## src/rtl/lcd_cmd_seq.sv

```systemverilog
// Command sequencer feeding the LCD controller: fetches ROM command words, expands repeats,
// issues each opcode under the busy handshake and waits for done after a terminal opcode.
module lcd_cmd_seq #(
    parameter int CMD_AW  = 5,
    parameter int TIMEOUT = 1023
) (
    input  logic              clk,
    input  logic              reset,
    input  logic              start,
    output logic              cmd_rom_rd,
    output logic [CMD_AW-1:0] cmd_rom_a,
    input  logic [7:0]        cmd_rom_q,
    output logic [3:0]        cmd,
    output logic              cmd_valid,
    input  logic              busy,
    input  logic              done,
    output logic              seq_busy,
    output logic              seq_done,
    output logic              err,
    output logic [1:0]        err_code,
    output logic [7:0]        issued_cnt
);

    localparam int                WD_W   = $clog2(TIMEOUT + 1);
    localparam logic [WD_W-1:0]   WD_MAX = WD_W'(TIMEOUT);
    localparam logic [CMD_AW-1:0] LAST_A = '1;

    typedef enum logic [3:0] {
        S_IDLE, S_FETCH, S_LATCH, S_WAIT, S_ISSUE, S_GUARD, S_WAIT_DONE, S_FINISH, S_ERROR
    } state_t;

    function automatic logic is_term(input logic [3:0] op);
        return (op == 4'd0) || (op >= 4'd12);
    endfunction

    state_t            state_q, state_d;
    logic [CMD_AW-1:0] addr_q, addr_d;
    logic [3:0]        op_q, op_d;
    logic [3:0]        rep_q, rep_d;
    logic [WD_W-1:0]   wd_q, wd_d;
    logic              rom_rd_q, rom_rd_d;
    logic [3:0]        cmd_q, cmd_d;
    logic              cmd_valid_q, cmd_valid_d;
    logic              seq_busy_q, seq_busy_d;
    logic              seq_done_q, seq_done_d;
    logic              err_q, err_d;
    logic [1:0]        err_code_q, err_code_d;
    logic [7:0]        issued_cnt_q, issued_cnt_d;

    always_comb begin
        state_d      = state_q;
        addr_d       = addr_q;
        op_d         = op_q;
        rep_d        = rep_q;
        wd_d         = wd_q;
        err_code_d   = err_code_q;
        cmd_d        = cmd_q;
        issued_cnt_d = issued_cnt_q;

        case (state_q)
            S_IDLE: begin
                if (start) begin
                    addr_d  = '0;
                    state_d = S_FETCH;
                end
            end
            S_FETCH: state_d = S_LATCH;
            S_LATCH: begin
                op_d    = cmd_rom_q[3:0];
                rep_d   = is_term(cmd_rom_q[3:0]) ? 4'd0 : cmd_rom_q[7:4];
                wd_d    = '0;
                state_d = S_WAIT;
            end
            S_WAIT: begin
                // busy check wins over an expiring watchdog
                if (!busy) begin
                    state_d = S_ISSUE;
                end else if (wd_q == WD_MAX) begin
                    state_d    = S_ERROR;
                    err_code_d = 2'd1;
                end else begin
                    wd_d = wd_q + 1'b1;
                end
            end
            S_ISSUE: state_d = S_GUARD;
            S_GUARD: begin
                if (rep_q != 4'd0) begin
                    rep_d   = rep_q - 1'b1;
                    wd_d    = '0;
                    state_d = S_WAIT;
                end else if (is_term(op_q)) begin
                    wd_d    = '0;
                    state_d = S_WAIT_DONE;
                end else if (addr_q == LAST_A) begin
                    state_d    = S_ERROR;
                    err_code_d = 2'd2;
                end else begin
                    addr_d  = addr_q + 1'b1;
                    state_d = S_FETCH;
                end
            end
            S_WAIT_DONE: begin
                if (done) begin
                    state_d = S_FINISH;
                end else if (wd_q == WD_MAX) begin
                    state_d    = S_ERROR;
                    err_code_d = 2'd1;
                end else begin
                    wd_d = wd_q + 1'b1;
                end
            end
            default: state_d = state_q;
        endcase

        // Outputs are decoded from the next state so they are flop outputs in the matching cycle
        rom_rd_d    = (state_d == S_FETCH);
        cmd_valid_d = (state_d == S_ISSUE);
        if (state_d == S_ISSUE) begin
            cmd_d = op_q;
            if (issued_cnt_q != 8'hFF) issued_cnt_d = issued_cnt_q + 1'b1;
        end
        seq_busy_d = !(state_d inside {S_IDLE, S_FINISH, S_ERROR});
        seq_done_d = (state_d == S_FINISH);
        err_d      = (state_d == S_ERROR);
    end

    always_ff @(posedge clk or posedge reset) begin
        if (reset) begin
            state_q      <= S_IDLE;
            addr_q       <= '0;
            op_q         <= '0;
            rep_q        <= '0;
            wd_q         <= '0;
            rom_rd_q     <= 1'b0;
            cmd_q        <= '0;
            cmd_valid_q  <= 1'b0;
            seq_busy_q   <= 1'b0;
            seq_done_q   <= 1'b0;
            err_q        <= 1'b0;
            err_code_q   <= '0;
            issued_cnt_q <= '0;
        end else begin
            state_q      <= state_d;
            addr_q       <= addr_d;
            op_q         <= op_d;
            rep_q        <= rep_d;
            wd_q         <= wd_d;
            rom_rd_q     <= rom_rd_d;
            cmd_q        <= cmd_d;
            cmd_valid_q  <= cmd_valid_d;
            seq_busy_q   <= seq_busy_d;
            seq_done_q   <= seq_done_d;
            err_q        <= err_d;
            err_code_q   <= err_code_d;
            issued_cnt_q <= issued_cnt_d;
        end
    end

    assign cmd_rom_rd = rom_rd_q;
    assign cmd_rom_a  = addr_q;
    assign cmd        = cmd_q;
    assign cmd_valid  = cmd_valid_q;
    assign seq_busy   = seq_busy_q;
    assign seq_done   = seq_done_q;
    assign err        = err_q;
    assign err_code   = err_code_q;
    assign issued_cnt = issued_cnt_q;

endmodule

```

## config.mk

```make
export PLATFORM = sky130hd
export DESIGN_NAME = lcd_cmd_seq
export DESIGN_NICKNAME = d
export VERILOG_FILES = /design/src/rtl/lcd_cmd_seq.sv
export SDC_FILE = /design/constraint.sdc
export NUM_CORES = 1
export LEC_CHECK = 0
export CORE_ASPECT_RATIO = 1.2
export CORE_MARGIN = 3
export CORE_UTILIZATION = 35
export CTS_CLUSTER_SIZE = 25
export DETAILED_ROUTE_END_ITERATION = 10
export HOLD_SLACK_MARGIN = 0.03
export SYNTH_ARGS = -nofsm -noshare
export SYNTH_HDL_FRONTEND = slang
export SYNTH_SLANG_ARGS = --single-unit
```

## constraint.sdc

```tcl
create_clock -name clk -period 1.9 [get_ports clk]
set_input_delay 0.475 -clock clk [delete_from_list [all_inputs] [get_ports clk]]
set_output_delay 0.475 -clock clk [all_outputs]
set_load 0.02 [all_outputs]
```

==> flow_metrics.tcl <==
set metrics [dict create \
    status "complete, but fails checks" \
    violations "setup timing" \
    finalHoldViolCount 0 \
    die_x_um 83.6 \
    clock-root-buffer "clkbuf_8" \
    period_share_pct 103 \
    synth_ff_type "dfrtp_1" \
    holdWs_ns 0.480 \
    insertion_delay_ns 0.30 \
    crit_type "reg -> reg" \
    ys_warn_count 0 \
    post_drt_wl_per_cell_um 15.3 \
    slew_violations 0 \
    dieArea_um2 8290 \
    startpoint_type "register" \
    met1_usage_pct 21.0 \
    synth_cell_types 61 \
    endpoint_kind "register" \
    synthesis.area_um2 2530 \
    start_util_pct 36.5 \
    vias 2593 \
    fmax_mhz 512 \
    numPortBuffers 36 \
    core_area_um2 6940 \
    ios 37 \
    final_cell_mix "buf_4, dfrtp_1, nand2_1, clkdlybuf4s50_1, a21oi_1" \
    antenna_found_initial 0 \
    ys_seq_area_share_pct 45.5 \
    antenna_cells 0 \
    powerDensity_nw_per_um2 405 \
    min_path_type "reg -> reg" \
    syn_avg_cell_area_um2 9.66 \
    rsz0062_at_grt "yes" \
    clockBufferDepth 2 \
    final_common_cell "buf_4" \
    setup_tns_ns -0.366 \
    worst-slew-pin-transition_ns 0.395 \
    worstPathArrival_ns 2.19 \
    routed_wl_um 7460 \
    grt_pass1_wl_um 11700 \
    grt_pass1_vias 2541 \
    use_met3_pct 3.07 \
    crit_fanout 5 \
    holdBufCountCts 0 \
    grt_max_degree 47 \
    synth_top_area_share_pct 45.5 \
    rows 33 \
    fin_ws_ns -0.0543 \
    grtUsageMet2_pct 29.8 \
    globalplace.congestion 0.885 \
    clock_sinks 46 \
    setup_viol 10 \
    p_leak_nw 1.89 \
    synth_seq_cells 46 \
    grt.total_usage_pct 17.2 \
    synth_edf_count 0 \
    hpwl_um 4680 \
    yosys.area.top_type "dfrtp_1" \
    crit_required_ns 2.14 \
    dr.pass1.iters 4 \
    nNetsFinal 417 \
    numCtsBuffers 5 \
    clk_pin_slew_ns 0.09 \
    grt_busiest_layer "met2" \
    clock_skew_ns 0.00467 \
    period_needed_ns 1.95 \
    synthCells 262 \
    initialDrtViolationCount 119 \
    synthTopCellsByArea "dfrtp_1, nand2_1, a21oi_1" \
    ys_async_sr_fraction_pct 100 \
    p_total_w 0.00171 \
    synthesis.nets 281 \
    remaining_drc_errors 0 \
    htreeDepth 2 \
    drv_cap 0 \
    relSlewSlack_pct 73.3 \
    postRouteAntennaNets 0 \
    peakVddDrop_v 0.000240 \
    die_y_um 99.2 \
    syn_to_final_growth_pct 66.5 \
    drive_gt1_share_pct 43.9 \
    grt-ovfl-total 0 \
    cts_tree "built" \
    viasPerCell 5.34 \
]
synthesized netlist by cell type (all sizes together) (4+ instances only):
cell type,n
inv,15
a21oi,22
nand2b,5
dfrtp,46
nor4,4
nand4,6
clkbuf,5
or4,9
nand3,8
o31ai,10
nor2,9
and3,8
o21ai,11
ha,6
nand2,36
buf,5
xnor2,6
final timing paths:
path                                 to  cells past startpoint  slack (ns)  startpoint
max reg2reg                     wd_q[7]                      7       -0.05  state_q[2]
max in group asynchronous  cmd_rom_a[0]                      3        1.15       reset
min                              cmd[1]                      2        0.48      cmd[1]
min in group asynchronous      seq_done                      3        0.52       reset
min reg2reg                      cmd[1]                      2        0.48      cmd[1]
max                             wd_q[7]                      7       -0.05  state_q[2]
timing repair:
action | in CTS | in global routing
setup endpoints to repair | 26 | 30
pin swaps | 11 | 28
gates cloned | 1 | 1
buffers inserted | 14 | 13
resized for setup | 29 | 48
layer usage:
| layer | vias to the layer above | share of wire, % |
|---|---|---|
| met2 | 55 | 51 |
| li1 | 1244 | - |
| met4 | 0 | 1.9 |
| met5 | - | 0 |
| met1 | 1281 | 43 |
| met3 | 13 | 3.9 |
layout make-up:
cell class	instances	area, um2
tap	87	109
sequential	46	1160
clock buffer	6	72.6
timing repair buffer	138	1190
clock inverter	2	13.8
multi-input combinational	192	1610
inverter	15	56.3
fill	586	2720
state kept, by name (all words and copies together) (netlist names):
name	cells
wd_q	10
issued_cnt	8
cmd_rom_a	5
cmd	4
op_q	4
rep_q	4
state_q	4
err_code	2
cmd_rom_rd	1
cmd_valid	1
err	1
seq_busy	1
seq_done	1
cell families (layout without fill, tap and decap cells):
| family | after synthesis | after routing | synth area share (%) |
|---|---|---|---|
| and+or+nand+nor | 106 | 106 | 24.8 |
| AOI/OAI and AO/OA | 68 | 69 | 18.3 |
| DFF | 46 | 46 | 45.5 |
| buffers and inverters | 25 | 161 | 4.45 |
| xor gates and xnor gates | 8 | 8 | 2.77 |
| adders and majority gates | 6 | 6 | 2.97 |
| muxes | 3 | 3 | 1.24 |
critical path: stages, from the launching register on:
cell	delay (ns)
dfrtp_2	0.42
buf_6	0.14
nor4b_4	0.31
nor2_2	0.08
a21boi_4	0.16
buf_2	0.16
or4_1	0.50
a21oi_1	0.13
metrics by stage:
step                cell area, um2  std cells  setup WS (ns)  utilization, %
floorplan                     2590        262        -0.0309               -
global placement              3570        450         -0.282            51.5
finish                        4210        486        -0.0543            60.8
detailed placement            3570        450         -0.312            51.5
CTS                           3900        473        -0.0720            56.3
global route                  4210        486         -0.153            60.8
power by group:
group / switching (W) / leakage (nW) / internal (W)
clock: 0.000358 / 0.0452 / 0.000261
combinational: 0.0000469 / 1.28 / 0.0000504
sequential: 0.00000558 / 0.565 / 0.000984
total: 0.000410 / 1.89 / 0.00129
Note: power is estimated with default switching activity, not from simulation.
